File: src/rtl/lsu_pkg.sv
// Shared constants and types for the load/store unit.
package lsu_pkg;

  localparam int unsigned XLEN            = 32;
  localparam int unsigned STRB_W          = XLEN / 8;
  localparam int unsigned CNT_W           = 8;
  localparam int unsigned TIMEOUT_DEFAULT = 255;

  // funct3 width/sign codes
  localparam logic [2:0] F3_B  = 3'b000;
  localparam logic [2:0] F3_H  = 3'b001;
  localparam logic [2:0] F3_W  = 3'b010;
  localparam logic [2:0] F3_BU = 3'b100;
  localparam logic [2:0] F3_HU = 3'b101;

  typedef enum logic [1:0] {
    IDLE = 2'd0,
    REQ  = 2'd1,
    RESP = 2'd2
  } state_t;

endpackage

File: src/rtl/lsu_align.sv
// Byte-lane alignment for the LSU (combinational).
//   funct3, off, is_store : access shape and direction
//   store_data            : rs2 value, replicated onto the lanes as wdata
//   wstrb                 : byte enables for a store of this shape
//   rdata / load_val      : raw bus word in, extended load result out
//   err                   : misaligned access or illegal funct3/direction
module lsu_align
  import lsu_pkg::*;
(
  input  logic [2:0]        funct3,
  input  logic [1:0]        off,
  input  logic              is_store,
  input  logic [XLEN-1:0]   store_data,
  input  logic [XLEN-1:0]   rdata,
  output logic [XLEN-1:0]   wdata,
  output logic [STRB_W-1:0] wstrb,
  output logic [XLEN-1:0]   load_val,
  output logic              err
);

  logic [7:0]  lane_b;
  logic [15:0] lane_h;

  // Halfword lane uses off[1] only; off[0]=1 is flagged as misaligned.
  assign lane_b = rdata[{off, 3'b000} +: 8];
  assign lane_h = rdata[{off[1], 4'b0000} +: 16];

  always_comb begin
    wdata    = store_data;
    wstrb    = 4'b1111;
    load_val = rdata;
    err      = 1'b0;
    case (funct3)
      F3_B: begin
        wdata    = {4{store_data[7:0]}};
        wstrb    = 4'b0001 << off;
        load_val = {{24{lane_b[7]}}, lane_b};
      end
      F3_BU: begin
        wdata    = {4{store_data[7:0]}};
        wstrb    = 4'b0001 << off;
        load_val = {24'h0, lane_b};
        err      = is_store;
      end
      F3_H: begin
        wdata    = {2{store_data[15:0]}};
        wstrb    = 4'b0011 << off;
        load_val = {{16{lane_h[15]}}, lane_h};
        err      = off[0];
      end
      F3_HU: begin
        wdata    = {2{store_data[15:0]}};
        wstrb    = 4'b0011 << off;
        load_val = {16'h0, lane_h};
        err      = off[0] | is_store;
      end
      F3_W: begin
        err = (off != 2'b00);
      end
      default: begin
        err = 1'b1;
      end
    endcase
  end

endmodule

File: src/rtl/lsu.sv
// Load/store unit: runs one req/ack data-memory transaction per issue.
//   start/is_load/is_store/funct3/mem_addr/store_data : issue from control/ALU
//   busy/done/fault/load_data                         : status and load result
//   bus_req/bus_we/bus_addr/bus_wdata/bus_wstrb       : registered memory request
//   bus_ack/bus_rdata                                 : memory response
module lsu
  import lsu_pkg::*;
#(
  parameter int unsigned TIMEOUT = TIMEOUT_DEFAULT
) (
  input  logic              clk,
  input  logic              rst,
  input  logic              start,
  input  logic              is_load,
  input  logic              is_store,
  input  logic [2:0]        funct3,
  input  logic [XLEN-1:0]   mem_addr,
  input  logic [XLEN-1:0]   store_data,
  output logic              busy,
  output logic              done,
  output logic              fault,
  output logic [XLEN-1:0]   load_data,
  output logic              bus_req,
  output logic              bus_we,
  output logic [XLEN-1:0]   bus_addr,
  output logic [XLEN-1:0]   bus_wdata,
  output logic [STRB_W-1:0] bus_wstrb,
  input  logic              bus_ack,
  input  logic [XLEN-1:0]   bus_rdata
);

  state_t            state;
  logic [CNT_W-1:0]  cnt;
  logic              r_load;
  logic [2:0]        r_f3;
  logic [1:0]        r_off;

  logic              sel_issue;
  logic              issue;
  logic [2:0]        a_f3;
  logic [1:0]        a_off;
  logic              a_store;
  logic [XLEN-1:0]   a_wdata;
  logic [STRB_W-1:0] a_wstrb;
  logic [XLEN-1:0]   a_load;
  logic              a_err;

  // One aligner: fed live issue inputs in IDLE, latched shape while waiting for ack.
  assign sel_issue = (state == IDLE);
  assign issue     = sel_issue & start & (is_load | is_store);
  assign a_f3      = sel_issue ? funct3 : r_f3;
  assign a_off     = sel_issue ? mem_addr[1:0] : r_off;
  assign a_store   = sel_issue ? ~is_load : ~r_load;

  lsu_align u_align (
    .funct3     (a_f3),
    .off        (a_off),
    .is_store   (a_store),
    .store_data (store_data),
    .rdata      (bus_rdata),
    .wdata      (a_wdata),
    .wstrb      (a_wstrb),
    .load_val   (a_load),
    .err        (a_err)
  );

  // Transaction FSM, timeout counter and registered outputs.
  always_ff @(posedge clk or posedge rst) begin
    if (rst) begin
      state     <= IDLE;
      cnt       <= '0;
      r_load    <= 1'b0;
      r_f3      <= 3'b000;
      r_off     <= 2'b00;
      busy      <= 1'b0;
      done      <= 1'b0;
      fault     <= 1'b0;
      load_data <= '0;
      bus_req   <= 1'b0;
      bus_we    <= 1'b0;
      bus_addr  <= '0;
      bus_wdata <= '0;
      bus_wstrb <= '0;
    end else begin
      done  <= 1'b0;
      fault <= 1'b0;
      case (state)
        IDLE: begin
          if (issue) begin
            busy      <= 1'b1;
            cnt       <= '0;
            r_load    <= is_load;
            r_f3      <= funct3;
            r_off     <= mem_addr[1:0];
            bus_we    <= ~is_load;
            bus_addr  <= {mem_addr[XLEN-1:2], 2'b00};
            bus_wdata <= a_wdata;
            bus_wstrb <= is_load ? '0 : a_wstrb;
            if (a_err) begin
              state <= RESP;
              done  <= 1'b1;
              fault <= 1'b1;
            end else begin
              state   <= REQ;
              bus_req <= 1'b1;
            end
          end
        end
        REQ: begin
          // An ack on the final allowed cycle still completes normally.
          if (bus_ack) begin
            bus_req <= 1'b0;
            state   <= RESP;
            done    <= 1'b1;
            if (r_load) load_data <= a_load;
          end else if (cnt == CNT_W'(TIMEOUT - 1)) begin
            bus_req <= 1'b0;
            state   <= RESP;
            done    <= 1'b1;
            fault   <= 1'b1;
          end else begin
            cnt <= cnt + CNT_W'(1);
          end
        end
        RESP: begin
          state <= IDLE;
          busy  <= 1'b0;
        end
        default: begin
          state   <= IDLE;
          busy    <= 1'b0;
          bus_req <= 1'b0;
        end
      endcase
    end
  end

endmodule

File: config.mk
export PLATFORM = sky130hd
export DESIGN_NAME = lsu
export DESIGN_NICKNAME = d
export VERILOG_FILES = /design/src/rtl/lsu_pkg.sv /design/src/rtl/lsu_align.sv /design/src/rtl/lsu.sv
export SDC_FILE = /design/constraint.sdc
export NUM_CORES = 1
export LEC_CHECK = 0
export ABC_CLOCK_PERIOD_IN_PS = 7200
export BUFFER_PORTS_ARGS = -buffer_cell sky130_fd_sc_hd__clkbuf_2
export CAP_MARGIN = 10
export CORE_UTILIZATION = 45
export CTS_CLUSTER_SIZE = 25
export DETAILED_ROUTE_END_ITERATION = 12
export MAX_ROUTING_LAYER = met4
export PLACE_DENSITY = 0.74
export SYNTH_ARGS = -nofsm -noshare
export SYNTH_HDL_FRONTEND = slang
export SYNTH_SLANG_ARGS = --single-unit
File: constraint.sdc
create_clock -name clk -period 7.2 [get_ports clk]
set_clock_uncertainty 0.05 [all_clocks]
set_input_delay 0.72 -clock clk [delete_from_list [all_inputs] [get_ports clk]]
set_output_delay 0.72 -clock clk [all_outputs]
set_load 0.02 [all_outputs]
* Word level (Yosys, flattened, before mapping)
Cells that the tools add are included.
W data, S select, Z words.
** Word-level totals
- Bits of input ports :: 105
- Register bits :: 119
** Operators by class
- Bitwise logic cells :: 8
- Eq/ne operators :: 12
- Shift-type cells :: 4
- Reduce and logical (&&, ||, !) cells :: 12
- Mux-type cells :: 31
- Add/sub/neg operators :: 1
** Operator list (number)
- $pmux W32 S4 :: 1
- $pmux W32 S2 :: 1
- $shiftx A32 B6 Y16 :: 1
- $shiftx A32 B6 Y8 :: 1
- $mux W8 :: 3
- $pmux W8 S2 :: 1
- $mux W1 :: 11
- $mux W2 :: 5
- $add A8 B1 Y8 const B :: 1
- $eq A8 B8 Y1 const B :: 1
- $pmux W4 S2 :: 1
- $reduce_and A4 Y1 :: 2
- $eq A3 B3 Y1 const B :: 2
- $ne A2 B2 Y1 const B :: 3
- $pmux W1 S2 :: 3
- $reduce_and A2 Y1 :: 3
- $pmux W1 S5 :: 1
- $mux W4 :: 1
- $not A1 Y1 :: 4
- $pmux W2 S2 :: 1
- $reduce_bool A2 Y1 :: 2
- $reduce_or A2 Y1 :: 2
- $shl A1 B2 Y4 const A :: 1
- $shl A2 B2 Y4 const A :: 1
- other kinds (13) :: 15

* Depth between registers and ports, before layout
- Depth after elaboration :: 7
- Mapped depth :: 9

* By module
From an unflattened synthesis, not the netlist that was laid out.
** Second synthesis, totals
- Cell total of the unflattened synthesis :: 642
- Area, all modules :: 6057.1 sq um
** Modules (own cells, without submodules)
- lsu :: times used 1, area an instance 4834.6 sq um, seq. area each 2977.9 sq um, cells each 452
- lsu_align :: times used 1, area an instance 1222.4 sq um, seq. area each 0.0 sq um, cells each 190

* Worst setup path before layout
No wires, ideal clock.
- Path kind :: input to register
- Start point :: input port mem_addr[1]
- End point :: register load_data[17]
- Data arrival time :: 2104 ps
- Path buffers :: 2
- Cell stages on the path :: 7
- Setup slack :: 4925 ps
- Cell sequence :: or3b_4 and2_4 buf_6 a211o_1 a31oi_4 buf_6 a21oi_2
** On the way
- Cells in the longest elaborated chain, start to end :: 3
** Ends and longest elaborated chain
- from (decl) :: RTL line lsu.sv:17 : input logic [XLEN-1:0] mem_addr,
- $mux W2 * :: RTL line lsu.sv:52 : assign a_off = sel_issue ? mem_addr[1:0] : r_off;
- $shiftx A32 B6 Y16 / $shiftx A32 B6 Y8 (equally long branches) :: RTL line lsu_align.sv:26, lsu_align.sv:25
- $pmux W32 S4 * :: RTL line lsu_align.sv:33 : case (funct3)
- to (signal assigned) :: RTL line lsu.sv:115 : if (r_load) load_data <= a_load;
- to (decl) :: RTL line lsu.sv:22 : output logic [XLEN-1:0] load_data,
Every way passes the cells marked *; elsewhere a longest branch is shown, timed or not.
A chain may end at the register's enable or synchronous reset.

* Worst setup path after layout
- Start point :: register state[1]
- End point :: register load_data[28]
** On the way
- Cells in the longest elaborated chain, start to end :: 4
** Ends and longest elaborated chain
- from (decl) :: RTL line lsu.sv:32 : state_t state;
- from (signal assigned) :: RTL line lsu.sv:70 : state <= IDLE;
- from (signal assigned) :: RTL line lsu.sv:100 : state <= RESP;
- from (signal assigned) :: RTL line lsu.sv:104 : state <= REQ;
- $logic_not A2 Y1 :: RTL line lsu.sv:49 : assign sel_issue = (state == IDLE);
- $mux W2 / $mux W3 (equally long branches) :: RTL line lsu.sv:52, lsu.sv:51
- $shiftx A32 B6 Y16, or another cell as far along :: RTL line lsu_align.sv:26 : assign lane_h = rdata[{off[1], 4'b0000} +: 16];
- $pmux W32 S4 :: RTL line lsu_align.sv:33
Parallel ways exist; a longest one is shown, timed or not.

==> results.cfg <==
[status]
status = finished clean

[die]
num_rows = 40
die_w_um = 115
start_util_pct = 46.8
io_pins = 210
core_um2 = 12200
die_y_um = 115
fp.dieArea_um2 = 13200

[cts]
path_clk_slew_ns = 0.06
clock_path_buffers = 2
cts_tree = done
cts_hold_buffers = 0
cts_setup_buffers = 0
cts_buffers = 17
clkLatencyLatePin_ns = 0.41
cts_resized = 0
clock-sinks = 119
cts_max_level = 4
root_buffer = clkbuf_16

[pwr]
vdd_drop_max_v = 0.000262
p_leak_nw = 3.79
power_density_nw_per_um2 = 498
finalPower_mw = 3.68

[timing]
hold_viol_final = 0
rsz0062_at_grt = no
period_share_pct = 42.3
max_slew.worst_pin.slew_ns = 1.15
setup_tns_ns = 0
maxSlewHeadroom_pct = 22.2
setup_ws_ns = 4.15
setup_viol_count_final = 0
drv_slew = 0
layout_min_cycle_time_ns = 3.05
fmax_mhz = 328

[final_layout]
antenna-diode-count = 0
final_cells = 993
regArea_um2 = 2980
final_cell_mix = clkbuf_2 (207), nand2_1 (176), dfrtp_1 (119), nor2_1 (57), a21oi_1 (36)
fin_nets = 919
nFillCells = 1086
final_common_cell = clkbuf_2
multi_input_area_um2 = 2500
postLayoutCellArea_um2 = 7400
syn2layout_area_growth_pct = 29.4
drive_gt1_share_pct = 33.1

[placement]
place_area_um2 = 6800
io_buffers = 207
post-place-ws_ns = 4.20
gp_congestion = 0.941
dp_cells = 961
hpwl_um = 11900

[worst_setup_path]
worstPathArrival_ns = 3.25
crit_family = compound AO/OA/AOI/OAI gates
critPathCaptureType = flop
worstSetupStartpointType = flop
path_max_fanout = 24
critPathMaxStageDelay_ns = 0.86
timing_worst_setup_path_type = flop to flop
critPathBufInv = 0
critPathSlowestCell = mux2i_1
worstPathRequired_ns = 7.40
path_cells = nor2_4 > mux2i_1 > a211oi_1 > a31oi_4 > a21oi_1

[grt]
gr-total-overflow = 0
grtUsageMet3_pct = 6.41
top_usage_layer = met2
grt_max_degree = 81
grt_pass1_wl_um = 26300
antenna_found_initial = 0
use_met1_pct = 34.2
use_met2_pct = 41.2
first_global_vias = 5276
grt_usage_pct = 27.2

[logic_synthesis]
yosysUniqueCellTypes = 59
ys_ff_latch = 119
synth_top_area_cell = dfrtp_1
synth_top_area_share_pct = 52.1
async_reset_ff_share_pct = 100
syn-mean-instance-area_um2 = 9.16
ys_warn_count = 0
synth_flop_cell = dfrtp_1
ys_seq_area_share_pct = 52.1
synth.area.top_cells = dfrtp_1 (52%), nand2_1 (12%), nor2_1 (3.8%)
synth_edf_count = 0
syn_inst = 624
syn_area_um2 = 5720

[hold_path]
min_path_type = input port to async pin

[detailed_routing]
wl_um = 16500
first_iter_violations = 613
antenna_left = 0
drc = 0
routed-via-count = 5391
drt_pass1_iterations = 7
wl_per_cell_um = 16.6
vias_per_cell = 5.43

[flow_run]
maxCapViolations = 0
==> layout make-up <==
type / instances / share of cell area, %
Multi-Input combinational cell: 452 / 33.8
Inverter: 9 / 0.491
Clock buffer: 20 / 6.31
Tap cell: 168 / 2.84
Timing Repair Buffer: 213 / 14.6
Clock inverter: 12 / 1.69
Sequential cell: 119 / 40.3
==> logic make-up after synthesis <==
logic type               synth area share, %
AO/OA/AOI/OAI                           18.2
other                                 0.0656
buffers and inverters                   4.46
adder cells (fa/ha/maj)                0.438
multiplexers                            3.79
flip-flops                              52.1
XOR/XNOR                               0.919
AND/OR/NAND/NOR                         20.0
==> metal layers <==
| layer | vias up | part of all wire [%] |
|---|---|---|
| met3 | 41 | 7.8 |
| li1 | 2521 | - |
| met1 | 2553 | 43 |
| met5 | - | 0 |
| met4 | 0 | 2.8 |
| met2 | 276 | 47 |
==> synth_stat cells, types with 5 or more instances <==
master / n
a21oi_2: 10
nor3_1: 6
xnor2_1: 6
o22ai_1: 8
nand3_1: 7
a21oi_1: 36
dfrtp_1: 119
nand2_1: 176
nor2_1: 58
buf_1: 5
a221oi_1: 6
mux2i_1: 10
buf_6: 5
mux2_1: 6
clkbuf_1: 27
a311oi_1: 8
inv_1: 9
o21ai_0: 19
buf_2: 6
a211oi_1: 9
a21o_1: 13
a31oi_1: 14
==> report_power, final <==
group,switching [mW],internal [mW]
sequential,0.219,0.980
clock,0.303,0.535
combinational,1.10,0.543
total,1.62,2.06
==> sequential cells by signal (all words and copies together), names as in the netlist <==
register,flops
state,2
r_off,2
bus_wdata,32
bus_req,1
fault,1
bus_we,1
r_load,1
r_f3,3
cnt,8
bus_wstrb,4
done,1
busy,1
bus_addr,30
load_data,32
==> worst paths after layout <==
path	start	end	slack, ns	cells after the start
worst min-delay path	rst	bus_addr[18]	0.29	2
worst max-delay path	state[1]	load_data[28]	4.15	5
worst max register to register	state[1]	load_data[28]	4.15	5
worst min register to register	bus_wdata[1]	bus_wdata[1]	0.42	2
max in group asynchronous	rst	cnt[6]	5.40	3
min in group clk	bus_wdata[1]	bus_wdata[1]	0.42	2
==> worst register-to-register path, delay by kind of cell (launching register included) <==
| family | cells | cell delay [ns] |
|---|---|---|
| flip-flops | 1 | 0.66 |
| multiplexers | 1 | 0.86 |
| AO/OA/AOI/OAI | 3 | 0.95 |
| AND/OR/NAND/NOR | 1 | 0.36 |
==> per-stage QoR <==
| stage | util, % | hold WS, ns |
|---|---|---|
| after floorplan | - | 0.414 |
| after global placement | 55.7 | 0.407 |
| after detailed placement | 55.7 | 0.416 |
| after CTS | 60.6 | 0.295 |
| after global routing | 60.6 | 0.328 |
| final | 60.6 | 0.291 |
(Power assumes the default switching activity.)
